<file path="src/rtl/pito_uart_tx_ctrl.sv">
// Queues core UART stores in a FIFO and feeds pito_uart one byte at a time over wr/busy.
// Define PITO_UART_TX_DROP_CNT_EN to build the saturating drop counter; otherwise drop_cnt is 0.
module pito_uart_tx_ctrl #(
    parameter int FIFO_DEPTH = 16,
    parameter int BUSY_WAIT  = 4
) (
    input  logic                          clk,
    input  logic                          rst,
    input  logic                          wr_req,
    input  logic [7:0]                    wr_data,
    input  logic                          flush,
    output logic                          full,
    output logic [$clog2(FIFO_DEPTH):0]   level,
    output logic                          tx_busy,
    output logic [7:0]                    drop_cnt,
    output logic                          uart_wr,
    output logic [7:0]                    uart_tx_data,
    input  logic                          uart_busy
);
    localparam int AW = $clog2(FIFO_DEPTH);
    localparam int LW = AW + 1;
    localparam int GW = $clog2(BUSY_WAIT + 1);

    typedef enum logic [1:0] {
        S_IDLE,
        S_LAUNCH,
        S_WAIT_BUSY,
        S_WAIT_DONE
    } state_e;

    state_e          state_q, state_d;
    logic [GW-1:0]   guard_q, guard_d;
    logic [AW-1:0]   wr_ptr_q, wr_ptr_d;
    logic [AW-1:0]   rd_ptr_q, rd_ptr_d;
    logic [LW-1:0]   level_q, level_d;
    logic [7:0]      tx_data_q;
    logic [7:0]      mem_q [FIFO_DEPTH];
    logic            push;
    logic            pop;

    assign full    = (level_q == LW'(FIFO_DEPTH));
    assign level   = level_q;
    assign tx_busy = (level_q != '0) || (state_q != S_IDLE);
    assign uart_wr = (state_q == S_LAUNCH);
    assign uart_tx_data = tx_data_q;

    // A pop frees the head slot on the same edge, so a push at full is still taken then.
    assign pop  = (state_q == S_IDLE) && (level_q != '0);
    assign push = wr_req && !flush && (!full || pop);

    always_comb begin
        wr_ptr_d = wr_ptr_q;
        rd_ptr_d = rd_ptr_q;
        level_d  = level_q;
        if (flush) begin
            wr_ptr_d = '0;
            rd_ptr_d = '0;
            level_d  = '0;
        end else begin
            wr_ptr_d = wr_ptr_q + AW'(push);
            rd_ptr_d = rd_ptr_q + AW'(pop);
            level_d  = level_q + LW'(push) - LW'(pop);
        end
    end

    always_comb begin
        state_d = state_q;
        guard_d = guard_q;
        case (state_q)
            S_IDLE: begin
                if (level_q != '0) state_d = S_LAUNCH;
            end
            S_LAUNCH: begin
                state_d = S_WAIT_BUSY;
                guard_d = '0;
            end
            S_WAIT_BUSY: begin
                // A UART that never raises busy must not hang the queue.
                if (uart_busy) begin
                    state_d = S_WAIT_DONE;
                end else if (guard_q == GW'(BUSY_WAIT - 1)) begin
                    state_d = S_IDLE;
                end else begin
                    guard_d = guard_q + GW'(1);
                end
            end
            S_WAIT_DONE: begin
                if (!uart_busy) state_d = S_IDLE;
            end
            default: state_d = S_IDLE;
        endcase
    end

    always_ff @(posedge clk or posedge rst) begin
        if (rst) begin
            state_q   <= S_IDLE;
            guard_q   <= '0;
            wr_ptr_q  <= '0;
            rd_ptr_q  <= '0;
            level_q   <= '0;
            tx_data_q <= 8'd0;
        end else begin
            state_q  <= state_d;
            guard_q  <= guard_d;
            wr_ptr_q <= wr_ptr_d;
            rd_ptr_q <= rd_ptr_d;
            level_q  <= level_d;
            if (pop) tx_data_q <= mem_q[rd_ptr_q];
        end
    end

    always_ff @(posedge clk) begin
        if (push) mem_q[wr_ptr_q] <= wr_data;
    end

`ifdef PITO_UART_TX_DROP_CNT_EN
    logic [7:0] drop_cnt_q;
    logic       drop;

    assign drop     = wr_req && !flush && full && !pop;
    assign drop_cnt = drop_cnt_q;

    always_ff @(posedge clk or posedge rst) begin
        if (rst) begin
            drop_cnt_q <= 8'd0;
        end else if (drop && (drop_cnt_q != 8'hFF)) begin
            drop_cnt_q <= drop_cnt_q + 8'd1;
        end
    end
`else
    assign drop_cnt = 8'd0;
`endif

endmodule

</file>
<file path="config.mk">
export PLATFORM = sky130hd
export DESIGN_NAME = pito_uart_tx_ctrl
export DESIGN_NICKNAME = d
export VERILOG_FILES = /design/src/rtl/pito_uart_tx_ctrl.sv
export SDC_FILE = /design/constraint.sdc
export NUM_CORES = 1
export LEC_CHECK = 0
export CAP_MARGIN = 10
export CORE_MARGIN = 3
export CORE_UTILIZATION = 25
export DETAILED_ROUTE_END_ITERATION = 10
export GPL_TIMING_DRIVEN = 0
export PLACE_DENSITY_LB_ADDON = 0.1
export SKIP_LAST_GASP = 1
export SLEW_MARGIN = 20
export SYNTH_ARGS = -nofsm -noshare
export SYNTH_HDL_FRONTEND = slang
export SYNTH_SLANG_ARGS = --single-unit
export TNS_END_PERCENT = 5
</file>
<file path="constraint.sdc">
create_clock -name clk -period 6 [get_ports clk]
set_input_delay 1.5 -clock clk [delete_from_list [all_inputs] [get_ports clk]]
set_output_delay 1.5 -clock clk [all_outputs]
set_load 0.01 [all_outputs]
</file>
== Word-level counts from Yosys, hierarchy flattened ==
Memory sizes are Yosys's and may differ from the RTL's. A register that Yosys moved wholly into a read port is not among the register bits.
Cells that the tools add are included.
Storage, ports and cells
  register bits: 18
  latch bits: 0
  memory bits (writable): 128
  bits in read-only memories: 0
  output and inout port bits: 24
  memories: 1
Memory list
  mem_q: words 16, width 8, rd ports 1, clocked after memory_dff 1, wr ports 1, RTL line 37  | logic [7:0] mem_q [FIFO_DEPTH];
Cells by class
  add/subtract/negate cells: 5
  multipliers: 0
  div/mod/pow operators: 0
  order comparisons: 0
  equal/unequal tests: 10
  shift-type cells: 0
  multiplexer cells: 13
  bitwise gates (word level): 0
  reduce and logical (&&, ||, !) cells: 13
Operators with widths (count)
  4-bit by 1-bit adder with 4-bit output: 2
  2-bit 2-to-1 mux: 4
  4-bit 2-to-1 mux: 2
  2-bit != test, second input constant: 4
  2-bit one-hot mux with 4 select lines: 1
  3-bit 2-to-1 mux: 2
  3-bit one-hot mux with 2 select lines: 1
  3-bit AND reduction: 2
  5-bit by 1-bit adder with 5-bit output: 1
  5-bit == test, second input constant: 1
  5-bit 2-to-1 mux: 1
  5-bit nonzero test: 1
  5-bit by 1-bit subtractor with 5-bit output: 1
  2-bit == test, second input constant: 2
  2-bit nonzero test: 2
  3-bit by 1-bit adder with 3-bit output, second input constant: 1
  3-bit by 2-bit == test with 1-bit output, second input constant: 1
  1-bit logical AND: 3
  3-bit != test, second input constant: 1
  2-bit by 1-bit == test with 1-bit output, second input constant: 1
  1-bit zero test: 2
  2-bit zero test: 1
  1-bit logical OR: 2
  1-bit 2-to-1 mux: 2

== Longest topological paths before layout ==
Gate-level depths: netlist (run 1).
  word-level depth: 7
  mapped depth: 14

== Least setup slack after synthesis (run 1) ==
No wires, ideal clock.
  path type: input to register
  start: input flush
  end: register level_q[4] (netlist: level[4])
  library setup time: 0.078 ns
  data arrival time: 3.141 ns
  data required time: 5.922 ns
  setup slack: 2.781 ns
  stages: 9
  buffers on the path: 0
  cell sequence: nand2b_1 > nand2_1 > o21ai_0 > ha_1 > fa_1 > a21oi_1 > nor2_1 > or3_1 > a21oi_1
Between the ends
  word-level cells in the longest chain between the ends: 6
RTL lines
  start: declaration: RTL line 11  | input logic flush,
  1-bit zero test: RTL line 49  | assign push = wr_req && !flush && (!full || pop);
  1-bit logical AND (2 in a row): RTL line 49
  5-bit by 1-bit adder with 5-bit output: RTL line 62  | level_d = level_q + LW'(push) - LW'(pop);
  5-bit by 1-bit subtractor with 5-bit output: RTL line 62
  5-bit 2-to-1 mux (*): RTL line 55  | if (flush) begin
  named net level_d[4]: RTL line 35  | logic [LW-1:0] level_q, level_d;
  end signal: assignment: RTL line 107  | level_q <= level_d;
  end: declaration: RTL line 35
Mark *: on every way through the listed nets, which the timed path passes. The rest lies on a longest branch.
A chain may end at the register's enable or synchronous reset.

== Final worst setup path (run 1) ==
  start: input flush
  end: memory mem_q[4][6], enable pin
Between the ends
  word-level cells in the longest chain between the ends: 5
RTL lines
  1-bit zero test: RTL line 49
  1-bit logical AND (2 in a row): RTL line 49
  1-bit 2-to-1 mux: RTL line 113  | if (push) mem_q[wr_ptr_q] <= wr_data;
  1-bit 2-to-1 mux (implied by the code): RTL line 113
  end: declaration: RTL line 37
Every way passes these cells.

==> impl_metrics.json, run 1 <==
{
  "swShare": 0.282,
  "clk_pin_slew_ns": 0.06,
  "wire_per_inst_um": 19.9,
  "area_growth_pct": 20.9,
  "relSlewSlack": 0.362,
  "die_w_um": 167,
  "synth-seq-area-share": 0.693,
  "postRouteAntennaNets": 0,
  "fin_skew_ns": 0.00945,
  "pre_cts_ws_ns": 1.86,
  "setup_viol": 0,
  "drt-pass1-iter-count": 4,
  "outcome": "complete, no violations",
  "finalCriticalPeriod_ns": 3.63,
  "gr-total-overflow": 0,
  "syn-mean-instance-area_um2": 18.4,
  "antenna_found_initial": 0,
  "vias": 3257,
  "power.total_mw": 3.14,
  "clock_latency_ns": 0.42,
  "async_flop_share": 0.169,
  "clockBufferDepth": 2,
  "drive_above_1_share": 0.212,
  "cap_violations": 0,
  "p_leak_nw": 2.69,
  "internal_power_mw": 2.25,
  "power_frac_clock": 0.359,
  "routed_wl_um": 14900,
  "grt.busiest_layer": "met2",
  "yosys_warnings": 0,
  "rows": 58,
  "grt_setup_unrepaired": "false",
  "peakVddDrop_mv": 0.171,
  "nets": 437,
  "cts_tree": "yes",
  "hold_violations": 0,
  "post-route-period-util": 0.604,
  "grt_util_all_layers": 0.112,
  "die_area_um2": 27900,
  "syn_area_um2": 6490,
  "globalplace.congestion": 0.688,
  "netlist_instances": 352,
  "met3_usage": 0.0287,
  "grt_max_degree": 27,
  "h-tree-depth": 4,
  "start_util": 0.256,
  "timing.setup.tns_ns": 0,
  "p_switching_uw": 883,
  "fmax_ghz": 0.276,
  "drv_slew": 0,
  "drc": 0,
  "ctsHoldBuffers": 0,
  "seq_power_share": 0.409,
  "hpwl_um": 9800,
  "start_kind": "primary input",
  "drt-initial-drc-count": 192,
  "p_per_area_nw_per_um2": 400,
  "combPwrFrac": 0.233,
  "gr-usage-met1": 0.148,
  "ys.flop_type": "edfxtp_1",
  "portBuffers": 28,
  "worstPathCellList": "clkdlybuf4s50_1, nand2b_1, a21oi_4, or3b_4, nor2_1",
  "cts.sinks": 154,
  "viasPerCell": 4.35,
  "yosysUniqueCellTypes": 41,
  "core_um2": 25300,
  "grt_pass1_vias": 3506,
  "crit_fanout": 8,
  "cts_buffers": 17,
  "synth_edf_count": 128,
  "worstMarginPinSlew_ns": 0.953,
  "min_path_type": "flip-flop to flip-flop",
  "clk_root_buffer_cell": "clkbuf_16",
  "cp_slowest_cell": "nor2_1",
  "io_pins": 37,
  "crit_type": "primary input to flip-flop",
  "worstSetupEndpointType": "flip-flop",
  "ctsResizeCount": 0,
  "arrival_ns": 3.67,
  "required_ns": 6.04,
  "grt_pass1_wl_um": 22600,
  "fin_ws_ns": 2.37,
  "critPathMaxStageDelay_ns": 0.67,
  "grtUsageMet2": 0.185,
  "die_y_um": 167,
  "diodes": 0,
  "postCtsSetupRepairBufs": 0,
  "synth_seq_cells": 154
}
-- cells in the mapped netlist, types with 5 or more instances --
master / count / area share
nand2_1: 6 / 0.0035
nor2_1: 30 / 0.017
buf_2: 9 / 0.0069
inv_1: 10 / 0.0058
nor2b_1: 6 / 0.0058
a221oi_2: 8 / 0.019
a21oi_1: 6 / 0.0046
ha_1: 16 / 0.031
mux2i_1: 8 / 0.012
mux4_1: 15 / 0.061
buf_4: 8 / 0.0093
o21ai_0: 5 / 0.0039
o22ai_1: 9 / 0.0087
mux4_2: 17 / 0.059
edfxtp_1: 128 / 0.59
dfrtp_1: 26 / 0.10
-- cells in the final DEF (no fill, tap or decap), types with 4 or more instances in the layout --
| master | n |
|---|---|
| conb_1 | 8 |
| a21oi_1 | 6 |
| buf_4 | 9 |
| xnor2_1 | 4 |
| nand3_1 | 4 |
| edfxtp_1 | 128 |
| ha_1 | 16 |
| a221oi_2 | 8 |
| o22ai_1 | 9 |
| clkbuf_16 | 17 |
| buf_2 | 9 |
| clkdlybuf4s50_1 | 28 |
| mux4_1 | 15 |
| nor3_2 | 4 |
| inv_6 | 4 |
| nor2b_1 | 6 |
| nor2_1 | 30 |
| nand2b_1 | 4 |
| nand2_1 | 6 |
| dfrtp_1 | 26 |
| inv_1 | 9 |
| mux4_2 | 17 |
| o21ai_0 | 5 |
| mux2i_1 | 8 |
-- metrics by stage --
| stage | instance area, um^2 | cells | util | hold WS [ns] |
|---|---|---|---|---|
| 2_1_floorplan | 6510 | 359 | - | 0.479 |
| 3_3_place_gp | 7210 | 717 | 0.285 | 0.498 |
| 3_5_place_dp | 7230 | 718 | 0.285 | 0.512 |
| 4_1_cts | 7840 | 749 | 0.310 | 0.532 |
| 5_1_grt | 7840 | 749 | 0.310 | 0.546 |
| 6_report | 7840 | 749 | 0.310 | 0.529 |
-- power groups by stage --
stage               clock (mW)  sequential [mW]  combinational (mW)
finish                    1.12             1.28               0.730
global route              1.20             1.29               0.812
CTS                       1.15             1.28               0.745
detailed placement           0             1.31               0.741
global placement             0             1.30               0.736
floorplan                    0             1.30               0.471
-- state kept, by name, summed over array words and instances, names as in the netlist --
| register | flops |
|---|---|
| mem_q | 128 |
| uart_tx_data | 8 |
| guard_q | 3 |
| rd_ptr_q | 4 |
| level | 5 |
| state_q | 2 |
| wr_ptr_q | 4 |
-- critical path, delay by kind of cell --
| family | cells | cell delay [ns] |
|---|---|---|
| AND/OR/NAND/NOR | 3 | 1.38 |
| buffers and inverters | 1 | 0.54 |
| AO/OA/AOI/OAI | 1 | 0.24 |
-- worst paths after layout --
| check | cells past startpoint | to | start | slack (ns) |
|---|---|---|---|---|
| hold reg to reg | 1 | guard_q[2] | guard_q[2] | 0.53 |
| setup / recovery | 5 | mem_q[4][6] | flush | 2.37 |
| setup reg to reg | 14 | level[4] | level[3] | 2.80 |
| max in group asynchronous | 2 | uart_tx_data[5] | rst | 4.12 |
| min in group asynchronous | 2 | state_q[1] | rst | 1.48 |
| hold / removal | 1 | guard_q[2] | guard_q[2] | 0.53 |
-- logic make-up after synthesis --
| group | after synthesis | share of synthesized area |
|---|---|---|
| simple gates | 63 | 0.0503 |
| buf+inv | 35 | 0.0349 |
| flops | 154 | 0.693 |
| mux | 40 | 0.132 |
| compound gates | 35 | 0.0457 |
| xor+xnor | 7 | 0.00945 |
| fa+ha+maj | 17 | 0.0340 |
| other cells | 1 | 0.000578 |
-- cell type report --
type / instances / area [um^2]
buffer: 25 / 189
clock buffer: 17 / 425
clock inverter: 14 / 185
fill: 2465 / 17500
inverter: 10 / 37.5
multi-input combinational: 170 / 1810
sequential: 154 / 4490
tap: 330 / 413
timing repair buffer: 29 / 288
-- layer usage --
| layer | up-vias | routed length, um |
|---|---|---|
| li1 | 1487 | - |
| met1 | 1710 | 7020 |
| met2 | 51 | 7310 |
| met3 | 9 | 437 |
| met4 | 0 | 148 |
| met5 | - | 0 |
Note: power is estimated with default switching activity, not from simulation.
==> inputs of run 2 (changes only) <==
- clock period: 6 -> 3.65 ns (I/O delays scaled with it)
==> results of run 2 <==
Same layout as run 1 (identical final DEF). Status: complete, no violations.
Among the figures that moved: setup slack after placement 1.86 ns -> 0.0938 ns; setup slack after layout 2.37 ns -> 0.450 ns; start point of the critical path flush -> level[3]; end point of the critical path mem_q[4][6] -> level[4]; register-to-register setup slack 2.80 ns -> 0.45 ns; total power 3.14 mW -> 5.15 mW; worst IR drop on VDD 0.171 mV -> 0.282 mV
==> inputs of run 3 (changes only) <==
- HOLD_SLACK_MARGIN: not set -> 0.12
==> results of run 3 <==
Same layout as run 1 (identical final DEF). Status: complete, no violations.
Among the figures that moved: setup slack after placement 1.86 ns -> 0.0938 ns; setup slack after layout 2.37 ns -> 0.450 ns; start point of the critical path flush -> level[3]; end point of the critical path mem_q[4][6] -> level[4]; register-to-register setup slack 2.80 ns -> 0.45 ns; total power 3.14 mW -> 5.15 mW; worst IR drop on VDD 0.171 mV -> 0.282 mV
